--- src/rtl/mem_stage_vec_sequencer_if.sv ---
// Data-memory beat port between the MEM-stage sequencer (master) and data memory (slave).
// The request is held until it is acknowledged; read data is valid with the ack.
interface mem_stage_vec_sequencer_if #(
  parameter int N = 32
);
  logic         mem_req_o;
  logic         mem_we_o;
  logic [N-1:0] mem_addr_o;
  logic [N-1:0] mem_wdata_o;
  logic [N-1:0] mem_rdata_i;
  logic         mem_ack_i;

  modport master (
    output mem_req_o, mem_we_o, mem_addr_o, mem_wdata_o,
    input  mem_rdata_i, mem_ack_i
  );

  modport slave (
    input  mem_req_o, mem_we_o, mem_addr_o, mem_wdata_o,
    output mem_rdata_i, mem_ack_i
  );
endinterface

--- src/rtl/mem_stage_vec_sequencer.sv ---
// MEM-stage sequencer: scalar/vector loads and stores serialised into one-beat accesses.
// Optional ack watchdog with err_o output enabled by `define MEM_SEQ_ACK_TIMEOUT_EN.
module mem_stage_vec_sequencer #(
  parameter int N       = 32,
  parameter int V       = 20,
  parameter int L       = 8,
  parameter int LPB     = 4,
  parameter int TIMEOUT = 15
) (
  input  logic                CLK,
  input  logic                RST,
  input  logic                valid_i,
  input  logic [4:0]          A3_i,
  input  logic [1:0]          OpType_i,
  input  logic                MemWE_i,
  input  logic                WBSelect_i,
  input  logic                RegFile_WE_i,
  input  logic [N-1:0]        AluResult_S_i,
  input  logic [V*L-1:0]      AluResult_V_i,
  input  logic [N-1:0]        RD2_S_i,
  input  logic [V*L-1:0]      RD2_V_i,
  mem_stage_vec_sequencer_if.master mem,
  output logic                stall_o,
  output logic                valid_o,
  output logic [4:0]          A3_o,
  output logic [1:0]          OpType_o,
  output logic                RegFile_WE_o,
  output logic                WBSelect_o,
  output logic [N-1:0]        ReadData_S_o,
  output logic [V*L-1:0]      ReadData_V_o
`ifdef MEM_SEQ_ACK_TIMEOUT_EN
  , output logic              err_o
`endif
);

  localparam int NBEATS = V / LPB;
  localparam int KW     = (NBEATS > 1) ? $clog2(NBEATS) : 1;

  if (N != LPB * L) begin : g_chk_beat_width
    $error("mem_stage_vec_sequencer: N must equal LPB*L");
  end
  if (V % LPB != 0) begin : g_chk_lanes
    $error("mem_stage_vec_sequencer: V must be a multiple of LPB");
  end
  if (TIMEOUT < 1) begin : g_chk_timeout
    $error("mem_stage_vec_sequencer: TIMEOUT must be at least 1");
  end

  typedef enum logic [1:0] {S_IDLE, S_BUSY, S_DONE} state_t;

  state_t           r_state;
  logic [KW-1:0]    r_k;
  logic [N-1:0]     r_base;
  logic [N-1:0]     r_wd_s;
  logic [V*L-1:0]   r_wd_v;
  logic             r_we;
  logic             r_vec;
  logic             r_load;
  logic             r_valid;
  logic [4:0]       r_a3;
  logic [1:0]       r_op;
  logic             r_rfwe;
  logic             r_wbsel;
  logic [N-1:0]     r_rd_s;
  logic [V*L-1:0]   r_rd_v;

  logic             w_memop;
  logic             w_busy;
  logic             w_last;
  logic [N-1:0]     w_addr;
  logic [N-1:0]     w_wdata;

  assign w_memop = valid_i & (MemWE_i | WBSelect_i);
  assign w_busy  = (r_state == S_BUSY);
  assign w_last  = r_vec ? (r_k == KW'(NBEATS - 1)) : 1'b1;
  assign w_addr  = r_base + (N'(r_k) << 2);
  assign w_wdata = r_vec ? r_wd_v[r_k*N +: N] : r_wd_s;

`ifdef MEM_SEQ_ACK_TIMEOUT_EN
  localparam int TW = $clog2(TIMEOUT + 1);
  logic [TW-1:0] r_wait;
  logic          r_err;
  logic          w_tmo;
  // Fires on the TIMEOUT-th consecutive unacknowledged cycle of the current beat.
  assign w_tmo = (r_wait == TW'(TIMEOUT - 1)) & ~mem.mem_ack_i;
  assign err_o = r_err;
`endif

  // Request is a pure decode of state so reset removes it without waiting for a clock.
  assign mem.mem_req_o   = w_busy;
  assign mem.mem_we_o    = w_busy & r_we;
  assign mem.mem_addr_o  = w_busy ? w_addr  : '0;
  assign mem.mem_wdata_o = w_busy ? w_wdata : '0;

  assign stall_o      = ~RST & (w_busy | ((r_state == S_IDLE) & w_memop));
  assign valid_o      = r_valid;
  assign A3_o         = r_a3;
  assign OpType_o     = r_op;
  assign RegFile_WE_o = r_rfwe;
  assign WBSelect_o   = r_wbsel;
  assign ReadData_S_o = r_rd_s;
  assign ReadData_V_o = r_rd_v;

  always_ff @(posedge CLK or posedge RST) begin
    if (RST) begin
      r_state <= S_IDLE;
      r_k     <= '0;
      r_base  <= '0;
      r_wd_s  <= '0;
      r_wd_v  <= '0;
      r_we    <= 1'b0;
      r_vec   <= 1'b0;
      r_load  <= 1'b0;
      r_valid <= 1'b0;
      r_a3    <= '0;
      r_op    <= '0;
      r_rfwe  <= 1'b0;
      r_wbsel <= 1'b0;
      r_rd_s  <= '0;
      r_rd_v  <= '0;
`ifdef MEM_SEQ_ACK_TIMEOUT_EN
      r_wait  <= '0;
      r_err   <= 1'b0;
`endif
    end else begin
      case (r_state)
        S_IDLE: begin
          r_valid <= 1'b0;
`ifdef MEM_SEQ_ACK_TIMEOUT_EN
          r_err   <= 1'b0;
`endif
          if (valid_i) begin
            r_a3    <= A3_i;
            r_op    <= OpType_i;
            r_rfwe  <= RegFile_WE_i;
            r_wbsel <= WBSelect_i;
            r_rd_s  <= AluResult_S_i;
            r_rd_v  <= AluResult_V_i;
            if (w_memop) begin
              r_base  <= AluResult_S_i;
              r_wd_s  <= RD2_S_i;
              r_wd_v  <= RD2_V_i;
              r_we    <= MemWE_i;
              r_vec   <= OpType_i[0];
              r_load  <= WBSelect_i & ~MemWE_i;
              r_k     <= '0;
`ifdef MEM_SEQ_ACK_TIMEOUT_EN
              r_wait  <= '0;
`endif
              r_state <= S_BUSY;
            end else begin
              r_valid <= 1'b1;
            end
          end
        end
        S_BUSY: begin
          if (mem.mem_ack_i) begin
            if (r_load) begin
              if (r_vec) r_rd_v[r_k*N +: N] <= mem.mem_rdata_i;
              else       r_rd_s             <= mem.mem_rdata_i;
            end
`ifdef MEM_SEQ_ACK_TIMEOUT_EN
            r_wait <= '0;
`endif
            if (w_last) begin
              r_state <= S_DONE;
              r_valid <= 1'b1;
            end else begin
              r_k <= r_k + 1'b1;
            end
          end
`ifdef MEM_SEQ_ACK_TIMEOUT_EN
          else if (w_tmo) begin
            r_state <= S_DONE;
            r_valid <= 1'b1;
            r_err   <= 1'b1;
            r_rd_s  <= '0;
            r_rd_v  <= '0;
          end else begin
            r_wait <= r_wait + 1'b1;
          end
`endif
        end
        S_DONE: begin
          r_valid <= 1'b0;
`ifdef MEM_SEQ_ACK_TIMEOUT_EN
          r_err   <= 1'b0;
`endif
          r_state <= S_IDLE;
        end
        default: r_state <= S_IDLE;
      endcase
    end
  end

endmodule

--- src/flat_wrapper.sv ---
// flat-port wrapper written by rule: the top's interface ports become plain ports
module mem_stage_vec_sequencer_flat 
#(
  parameter int N       = 32,
  parameter int V       = 20,
  parameter int L       = 8,
  parameter int LPB     = 4,
  parameter int TIMEOUT = 15
)
  (CLK, RST, valid_i, A3_i, OpType_i, MemWE_i, WBSelect_i, RegFile_WE_i, AluResult_S_i, AluResult_V_i, RD2_S_i, RD2_V_i, stall_o, valid_o, A3_o, OpType_o, RegFile_WE_o, WBSelect_o, ReadData_S_o, ReadData_V_o, mem_mem_req_o, mem_mem_we_o, mem_mem_addr_o, mem_mem_wdata_o, mem_mem_rdata_i, mem_mem_ack_i);
  mem_stage_vec_sequencer_if #(.N(N)) mem_i ();
  input  logic CLK;
  input  logic RST;
  input  logic valid_i;
  input  logic [4:0] A3_i;
  input  logic [1:0] OpType_i;
  input  logic MemWE_i;
  input  logic WBSelect_i;
  input  logic RegFile_WE_i;
  input  logic [N-1:0] AluResult_S_i;
  input  logic [V*L-1:0] AluResult_V_i;
  input  logic [N-1:0] RD2_S_i;
  input  logic [V*L-1:0] RD2_V_i;
  output logic stall_o;
  output logic valid_o;
  output logic [4:0] A3_o;
  output logic [1:0] OpType_o;
  output logic RegFile_WE_o;
  output logic WBSelect_o;
  output logic [N-1:0] ReadData_S_o;
  output logic [V*L-1:0] ReadData_V_o;
  output wire logic [$bits(mem_i.mem_req_o)-1:0] mem_mem_req_o;
  output wire logic [$bits(mem_i.mem_we_o)-1:0] mem_mem_we_o;
  output wire logic [$bits(mem_i.mem_addr_o)-1:0] mem_mem_addr_o;
  output wire logic [$bits(mem_i.mem_wdata_o)-1:0] mem_mem_wdata_o;
  input wire logic [$bits(mem_i.mem_rdata_i)-1:0] mem_mem_rdata_i;
  input wire logic [$bits(mem_i.mem_ack_i)-1:0] mem_mem_ack_i;
  assign mem_mem_req_o = mem_i.mem_req_o;
  assign mem_mem_we_o = mem_i.mem_we_o;
  assign mem_mem_addr_o = mem_i.mem_addr_o;
  assign mem_mem_wdata_o = mem_i.mem_wdata_o;
  assign mem_i.mem_rdata_i = mem_mem_rdata_i;
  assign mem_i.mem_ack_i = mem_mem_ack_i;
  mem_stage_vec_sequencer #(.N(N), .V(V), .L(L), .LPB(LPB), .TIMEOUT(TIMEOUT)) u_core (.CLK(CLK), .RST(RST), .valid_i(valid_i), .A3_i(A3_i), .OpType_i(OpType_i), .MemWE_i(MemWE_i), .WBSelect_i(WBSelect_i), .RegFile_WE_i(RegFile_WE_i), .AluResult_S_i(AluResult_S_i), .AluResult_V_i(AluResult_V_i), .RD2_S_i(RD2_S_i), .RD2_V_i(RD2_V_i), .mem(mem_i), .stall_o(stall_o), .valid_o(valid_o), .A3_o(A3_o), .OpType_o(OpType_o), .RegFile_WE_o(RegFile_WE_o), .WBSelect_o(WBSelect_o), .ReadData_S_o(ReadData_S_o), .ReadData_V_o(ReadData_V_o));
endmodule
--- config.mk ---
export PLATFORM = sky130hd
export DESIGN_NAME = mem_stage_vec_sequencer_flat
export DESIGN_NICKNAME = d
export VERILOG_FILES = /design/src/rtl/mem_stage_vec_sequencer_if.sv /design/src/rtl/mem_stage_vec_sequencer.sv /design/src/flat_wrapper.sv
export SDC_FILE = /design/constraint.sdc
export NUM_CORES = 1
export LEC_CHECK = 0
export BUFFER_PORTS_ARGS = -buffer_cell sky130_fd_sc_hd__buf_2
export CAP_MARGIN = 40
export CORE_AREA = 2 2 273 275
export CTS_BUF_LIST = sky130_fd_sc_hd__clkbuf_16
export DETAILED_ROUTE_END_ITERATION = 8
export DIE_AREA = 0 0 275 277
export PLACE_DENSITY = 0.51
export SLEW_MARGIN = 15
export SYNTH_ARGS = -nofsm -noshare
export SYNTH_HDL_FRONTEND = slang
export SYNTH_SLANG_ARGS = --single-unit
export TNS_END_PERCENT = 1
--- constraint.sdc ---
create_clock -name CLK -period 20.3 [get_ports CLK]
set_clock_uncertainty 0.15 [all_clocks]
set_input_delay 4.06 -clock CLK [delete_from_list [all_inputs] [get_ports CLK]]
set_output_delay 4.06 -clock CLK [all_outputs]
set_load 0.1 [all_outputs]
# Word level (Yosys, flattened, before mapping)
# Index checks and enable logic that the tools add are counted.
[op_classes]
n_addsub = 3
eq_ne = 11
n_shift = 3
mux = 30
n_bitwise = 9
reduce_logical = 10
[ops]
columns = ["cell", "count"]
rows = [
  ["$mux W160", 4],
  ["$pmux W160 S2", 1],
  ["$mux W32", 7],
  ["$bwmux W160", 1],
  ["$shift A32 B34 Y160 const A", 1],
  ["$shiftx A160 B9 Y32", 1],
  ["$shiftx A32 B34 Y160", 1],
  ["$pmux W32 S2", 1],
  ["$neg A8 Y34", 1],
  ["$add A32 B5 Y32", 1],
  ["$reduce_and A5 Y1", 3],
  ["$mux W3", 4],
  ["$ne A2 B2 Y1 const B", 5],
  ["$mux W2", 4],
  ["$ne A2 B1 Y1 const B", 3],
  ["$pmux W3 S2", 1],
  ["$reduce_and A3 Y1", 2],
  ["$and A1 B1 Y1", 5],
  ["$mux W1", 5],
  ["$pmux W2 S2", 1],
  ["$reduce_and A4 Y1", 1],
  ["$add A3 B1 Y3 const B", 1],
  ["$eq A3 B3 Y1 const B", 1],
  ["$pmux W1 S3", 1],
  ["other kinds (8)", 10],
]
[totals]
regBits = 434
out_inout_bits = 269
elab_cells = 81

# Depth between registers and ports, before layout
# Gate-level depths: netlist (run 1).
[logic_depth]
ltp_word = 7
depth_mapped = 10

# Worst setup path before layout (run 1)
# OpenSTA, ideal clock, no wires.
[synth_path]
kind = "in2out"
from = "in valid_i"
to = "out stall_o"
t_arrival_ps = 6517
t_required_ps = 16090
path_slack_ps = 9573
cell_stages = 6
n_path_buf = 4
cell_sequence = "clkbuf_1 -> o211ai_1 -> clkbuf_1 -> clkbuf_1 -> buf_2 -> a21oi_1"
[synth_between]
elab_chain_len = 4
[synth_rtl]
columns = ["item", "line_no", "rtl"]
rows = [
  ["start: declaration", "flat_wrapper.sv:14", "input logic valid_i;"],
  ["$and A1 B1 Y1", "mem_stage_vec_sequencer.sv:73", "assign w_memop = valid_i & (MemWE_i | WBSelect_i);"],
  ["$and A1 B1 Y1", "mem_stage_vec_sequencer.sv:95", "assign stall_o = ~RST & (w_busy | ((r_state == S_IDLE) & w_memop));"],
  ["$or A1 B1 Y1", "mem_stage_vec_sequencer.sv:95", ""],
  ["$and A1 B1 Y1", "mem_stage_vec_sequencer.sv:95", ""],
  ["end: declaration", "flat_wrapper.sv:24", "output logic stall_o;"],
]
# No other way between the ends.

# Final worst setup path (run 1)
[layout_path]
from = "in MemWE_i"
to = "out stall_o"
[layout_between]
elab_chain_len = 5
[layout_rtl]
columns = ["item", "line_no", "rtl"]
rows = [
  ["start: declaration", "flat_wrapper.sv:17", "input logic MemWE_i;"],
  ["$or A1 B1 Y1", "mem_stage_vec_sequencer.sv:73", ""],
  ["$and A1 B1 Y1", "mem_stage_vec_sequencer.sv:73", ""],
  ["$and A1 B1 Y1", "mem_stage_vec_sequencer.sv:95", ""],
  ["$or A1 B1 Y1", "mem_stage_vec_sequencer.sv:95", ""],
  ["$and A1 B1 Y1", "mem_stage_vec_sequencer.sv:95", ""],
]
# No other way between the ends.

==> metrics.cfg, run 1 <==
[place]
pre_cts_ws_ns = 10.39
dpl.hpwl_um = 59800
gp_congestion = 0.881
portBuffers = 698
place_area_um2 = 25400

[routing]
drtIter0Drc = 1036
antenna_left = 0
num_vias = 16369
wirelength_um = 79900
first_pass_iters = 5
route.detailed.wl_per_inst_um = 24.5
viasPerCell = 5.01
drcViolationCount = 0

[yosys]
yosys.area.top_type = dfrtp_1
synth_most_common_cell = dfrtp_1
synth_top_cell_area_share_pct = 52.7
synth_edf_count = 0
ys_ff_latch = 434
synth_seq_area_share_pct = 52.7
async_flop_share_pct = 100
avgSynthCellArea_um2 = 13.2
synthesis.nets = 2010
yosys_warnings = 0
syn_inst = 1565
ys_types = 56
synth_top_cells_by_count = 434 x dfrtp_1, 387 x mux2_2, 88 x a21oi_1, 88 x o2bb2ai_1, 79 x clkbuf_1
yosys-top-cells-area = dfrtp_1 53%, mux2_2 21%, o2bb2ai_1 3.7%, mux4_2 3.5%, a22o_1 3.1%
netlist_area_um2 = 20600
synth_ff_type = dfrtp_1

[worst_setup_path]
required_ns = 16.09
start_kind = input port
rr_startpoint = u_core.r_state[1]
r2r_slack_ns = 16.29
end_kind = output port
crit_path_frequent_cell = buf_2
cp_slowest_cell = buf_12
worstPathCellList = buf_2 > o211ai_1 > buf_12 > a21oi_1 > buf_2
worst-path-max-fanout = 150
critical_path_class = in2out
cp.arrival_ns = 5.68
slowest_delay_ns = 0.60
worst_r2r_path_depth = 8
rr_endpoint = u_core.ReadData_V_o[87]

[floorplan]
io_pins = 699
coreArea_um2 = 73600
start_util_pct = 28.0
die_w_um = 275
fp.dieH_um = 277
fp-row-count = 100
die_area_um2 = 76200

[hold_path]
min_path_type = reg2reg
hold_depth = 1
worstHoldEndpoint = u_core.ReadData_V_o[8]
hp-start = u_core.ReadData_V_o[8]

[cells_and_area]
layout.nets = 2684
fill_cells = 7358
fin_area_um2 = 27100
synthToLayoutAreaGrowth_pct = 31.4
drive_above_1_share_pct = 54.7

[clock_tree]
path_clk_slew_ns = 0.06
cts_made_buffers = 52
cts_setup_buffers = 0
hold_buffers = 0
clock_sinks = 434
htree_levels = 2
clkLatencyLatePin_ns = 0.59
cts_tree = done
clock_path_buffers = 3
cts_root_buffer = clkbuf_16
post_cts_resized = 0

[timing]
max_clock_freq_mhz = 101
hold_viol_final = 0
worst_slack_ns = 10.41
period_share_pct = 48.7
worstMarginPinSlew_ns = 0.978
final_max_slew_viol_count = 0
maxSlewHeadroom_pct = 34.8
setup_tns_ns = 0
finalSetupViolations = 0
fin_crit_ns = 9.89
rsz0062_at_grt = false

[global_routing]
grt_max_degree = 151
grt_pass1_vias = 17066
antenna_found_initial = 41
met3_usage_pct = 6.71
grtUsageMet2_pct = 34.9
global_route.usage.met1_pct = 24.2
grt_usage_pct = 20.4
grt-ovfl-total = 0
grt_pass1_wl_um = 116000
grt_busiest_layer = met2

[run_status]
status = finished clean

[run]
cap_violations = 0

## placed cells by master, fill, tap and decap left out, types with 19 or more instances in the layout
cell and instances:
nand2b_1 25, dfrtp_1 431, a21oi_1 87, inv_1 26
clkbuf_16 53, mux2i_1 34, nor2_1 43, a22oi_1 32
buf_2 698, a22o_1 72, diode_2 19, o2bb2ai_1 88
buf_4 26, mux2_2 387, o21ai_0 47, mux4_2 32
## layer usage
| metal | up-vias | wire [µm] |
|---|---|---|
| li1 | 7281 | - |
| met1 | 8273 | 30800 |
| met2 | 633 | 39600 |
| met3 | 146 | 7210 |
| met4 | 36 | 2000 |
| met5 | - | 216 |
## registers in the layout (all words and copies together), names as in the netlist
signal               cells
u_core.r_state           2
u_core.valid_o           1
u_core.WBSelect_o        1
u_core.r_we              1
u_core.r_wd_v          160
u_core.RegFile_WE_o      1
u_core.r_wd_s           32
u_core.OpType_o          2
u_core.r_vec             1
u_core.r_base           32
u_core.ReadData_S_o     32
u_core.r_k               3
u_core.ReadData_V_o    160
u_core.r_load            1
u_core.A3_o              5
## stage by stage
step                      hold WS, ns  util (%)  instances
after floorplan                 0.306         -       1565
after global placement          0.322      34.2       3141
after detailed placement        0.330      34.5       3153
after CTS                       0.342      36.7       3247
after global routing            0.356      36.8       3258
final                           0.346      36.8       3267
## critical path: cells and delay by family
kind	cells	cell delay, ns
AOI/OAI and AO/OA	2	0.43
buffers and inverters	3	1.08
## cell type report
cell class                      count  area, µm²  share of cell area [%]
Antenna cell                       19       47.5                   0.176
Clock buffer                       53       1330                    4.90
Clock inverter                     41        294                    1.09
Inverter                           17       76.3                   0.282
Multi-Input combinational cell    996       9270                    34.2
Sequential cell                   434      10900                    40.1
Tap cell                          969       1210                    4.48
Timing Repair Buffer              738       3990                    14.7
## logic make-up (layout without fill, tap and decap cells)
logic type | count (synthesis) | after routing | share of synthesized area [%]
AO/OA/AOI/OAI | 358 | 358 | 12.5
XOR/XNOR | 9 | 9 | 0.382
adder cells (fa/ha/maj) | 15 | 15 | 0.947
buffers and inverters | 135 | 849 | 2.66
flip-flops | 434 | 434 | 52.7
multiplexers | 459 | 459 | 26.6
other | 0 | 19 | 0
AND/OR/NAND/NOR | 155 | 155 | 4.21
## worst max path at each step
stage          startpoint              to  slack [ns]  cells past startpoint
3_5_place_dp      MemWE_i         stall_o       10.39                      5
6_report          MemWE_i         stall_o       10.41                      5
4_1_cts           MemWE_i         stall_o       10.38                      5
2_1_floorplan         RST  u_core.A3_o[0]        4.00                      1
5_1_grt           MemWE_i         stall_o       10.27                      5
3_3_place_gp      MemWE_i         stall_o       10.39                      5
Power of run 1 is not shown: default switching activity piles up to over one toggle a cycle in this logic, so the estimate is an artifact.
==> inputs of run 2 (changes only) <==
--- a/config.mk
+++ b/config.mk
@@ -5,13 +5,14 @@
 export SDC_FILE = /design/constraint.sdc
 export NUM_CORES = 1
 export LEC_CHECK = 0
+export ABC_AREA = 1
 export BUFFER_PORTS_ARGS = -buffer_cell sky130_fd_sc_hd__buf_2
 export CAP_MARGIN = 40
-export CORE_AREA = 2 2 273 275
+export CORE_AREA = 2 2 270 272
 export CTS_BUF_LIST = sky130_fd_sc_hd__clkbuf_16
 export DETAILED_ROUTE_END_ITERATION = 8
-export DIE_AREA = 0 0 275 277
-export PLACE_DENSITY = 0.51
+export DIE_AREA = 0 0 272 274
+export PLACE_DENSITY = 0.55
 export SLEW_MARGIN = 15
 export SYNTH_ARGS = -nofsm -noshare
 export SYNTH_HDL_FRONTEND = slang
==> constraint.sdc (replaced) <==
create_clock -name CLK -period 9.7 [get_ports CLK]
set_clock_uncertainty 0.15 [all_clocks]
set_input_delay 1.94 -clock CLK [delete_from_list [all_inputs] [get_ports CLK]]
set_output_delay 1.94 -clock CLK [all_outputs]
set_load 0.1 [all_outputs]
==> metrics.cfg, run 2 <==
[run_status]
status = finished clean

[pwr]
irDropWorstVdd_mv = 0.309
p_leak_nw = 15.8
power.density_nw_per_um2 = 446

[worst_setup_path]
cp.arrival_ns = 3.88  ; -1.80 ns
r2r_slack_ns = 5.18  ; -11.11 ns
critical_path_class = reg2out
start_kind = flop
rr_startpoint = u_core.r_k[1]
rr_endpoint = u_core.ReadData_V_o[144]
worst_r2r_path_depth = 11  ; +3
worst-path-max-fanout = 66  ; -56%
required_ns = 7.61  ; -8.48 ns
end_kind = output port

[place]
pre_cts_ws_ns = 4.27  ; -6.12 ns
gp_congestion = 0.934  ; +6.0%
dpl.cell_count = 4765  ; +51%
portBuffers = 698  ; unchanged
dpl.hpwl_um = 71900  ; +20%

[timing]
finalSetupViolations = 0  ; unchanged
fin_crit_ns = 5.97
max_clock_freq_mhz = 168
period_share_pct = 61.5
maxSlewHeadroom_pct = 23.3  ; -11 points
rsz0062_at_grt = false
worst_slack_ns = 3.73  ; -6.68 ns
setup_tns_ns = 0  ; unchanged
hold_viol_final = 0  ; unchanged
worstMarginPinSlew_ns = 1.15  ; +0.172 ns
final_max_slew_viol_count = 0  ; unchanged

[cells_and_area]
final_cell_mix = 1721 x nand2_1, 699 x buf_2, 432 x dfrtp_1
fill_cells = 7877  ; +7.1%
layout.cells.non_filler = 4877  ; +49%
layout.nets = 4306  ; +60%
drive_above_1_share_pct = 21.8  ; -33 points
final_common_cell = nand2_1
synthToLayoutAreaGrowth_pct = 26.7

[floorplan]
die_area_um2 = 74500  ; -2.2%
die_w_um = 272  ; -1.1%
fp-row-count = 99  ; -1.0%
io_pins = 699  ; unchanged
coreArea_um2 = 72000  ; -2.2%
fp.dieH_um = 274  ; -1.1%
start_util_pct = 31.5  ; +3.5 points

[yosys]
avgSynthCellArea_um2 = 6.95  ; -47%
synth_edf_count = 0  ; unchanged
async_flop_share_pct = 100  ; unchanged
syn_inst = 3265  ; +110%
netlist_area_um2 = 22700  ; +10%
yosys.area.top_type = dfrtp_1
synth_top_cell_area_share_pct = 47.9  ; -4.8 points
synth_most_common_cell = nand2_1
synthesis.nets = 3710  ; +85%
ys_types = 36  ; -36%
synth_ff_type = dfrtp_1
synth_seq_area_share_pct = 47.9  ; -4.8 points
synth_top_cells_by_count = 1721 x nand2_1, 434 x dfrtp_1, 263 x nand3_1
ys_ff_latch = 434  ; unchanged
yosys-top-cells-area = dfrtp_1 48%, nand2_1 28%, nand3_1 5.8%, o21ai_0 3.9%, nor2_1 2.8%
yosys_warnings = 0  ; unchanged

[hold_path]
hp-start = u_core.r_wd_v[15]
worstHoldEndpoint = u_core.r_wd_v[15]
hold_depth = 2  ; +1
min_path_type = reg2reg

[global_routing]
grt_pass1_wl_um = 145000  ; +25%
grt_max_degree = 170  ; +13%
grt_usage_pct = 25.8  ; +5.4 points
grt_pass1_vias = 22258  ; +30%
antenna_found_initial = 31  ; -24%
grt-ovfl-total = 0  ; unchanged

[clock_tree]
path_clk_slew_ns = 0.06  ; about the same
cts_tree = done
clkLatencyLatePin_ns = 0.61  ; +0.02 ns
clock_path_buffers = 3  ; unchanged
hold_buffers = 0  ; unchanged
post_cts_resized = 0  ; unchanged
cts_setup_buffers = 0  ; unchanged
clock_sinks = 434  ; unchanged
cts_root_buffer = clkbuf_16
htree_levels = 2  ; unchanged
cts_made_buffers = 53  ; +1.9%

[run]
cap_violations = 0  ; unchanged

[routing]
antenna_left = 0  ; unchanged
drcViolationCount = 0  ; unchanged
route.detailed.wl_per_inst_um = 20.4  ; -17%
drtIter0Drc = 2129  ; +110%
first_pass_iters = 6  ; +1
num_vias = 23454  ; +43%
wirelength_um = 99300  ; +24%
viasPerCell = 4.81  ; -4.0%

run 2: changes by cell type after synthesis, sizes merged, moves of 88 or more:
cell and change:
nand2 +1711, mux2 -393, nand3 +255, o21ai +165, inv +139, nor2 +133, o2bb2ai -88
run 2: cell type report:
cell class                 count  area (µm²)  area share, %
clock inverter                41         352           1.22
inverter                     158         612           2.13
clock buffer                  53        1330           4.61
tap                          959        1200           4.17
timing repair buffer         739        3950           13.8
multi-input combinational   2475       10400           36.2
antenna                       18        45.0          0.157
sequential                   434       10900           37.8
run 2: power by group:
part / internal [mW] / switching [mW] / total, mW
clock: 1.13 / 0.855 / 1.98
combinational: 1.38 / 6.28 / 7.66
sequential: 2.66 / 0.505 / 3.17
run 2: worst max-delay path by stage:
stage             startpoint                  end  slack (ns)  cells past startpoint
2_1_floorplan            RST       u_core.A3_o[0]        1.75                      1
3_3_place_gp         valid_i              stall_o        3.84                      6
3_5_place_dp         valid_i              stall_o        4.27                      6
4_1_cts        u_core.r_k[0]  mem_mem_wdata_o[15]        3.66                      8
5_1_grt        u_core.r_k[0]  mem_mem_wdata_o[22]        3.49                      8
6_report       u_core.r_k[0]  mem_mem_wdata_o[15]        3.73                      8
run 2: worst max-delay path, cell delays in order, from the launching register on:
cell	delay, ns
dfrtp_4	0.67
inv_4	0.51
buf_4	0.71
nand3_1	0.15
buf_4	0.31
o21ai_0	0.20
nand2_1	0.13
nand2_1	0.10
buf_2	0.42
run 2: routing by layer:
metal / track usage (%) / routed length, µm / vias up
li1: - / - / 11354
met5: 0 / 160 / -
met1: 32.5 / 40100 / 10974
met2: 43.7 / 48000 / 926
met3: 5.45 / 7680 / 174
met4: 9.30 / 3420 / 26
run 2: per-stage QoR:
stage,util (%),instance area [µm²],total power [mW],hold WS (ns)
after floorplan,-,22700,9.03,0.287
after global placement,37.3,26800,10.8,0.302
after detailed placement,37.5,27000,10.9,0.308
after CTS,39.9,28700,12.9,0.323
after global routing,39.9,28700,13.5,0.332
final,39.9,28700,12.8,0.319
run 2: cell families after synthesis:
family / after synthesis / share of synthesized area, %
and+or+nand+nor: 2192 / 38.2
xor gates and xnor gates: 4 / 0.154
buffers and inverters: 356 / 6.47
AOI/OAI and AO/OA: 264 / 6.47
adders and majority gates: 15 / 0.860
DFF: 434 / 47.9
Note: power is estimated with default switching activity, not from simulation.
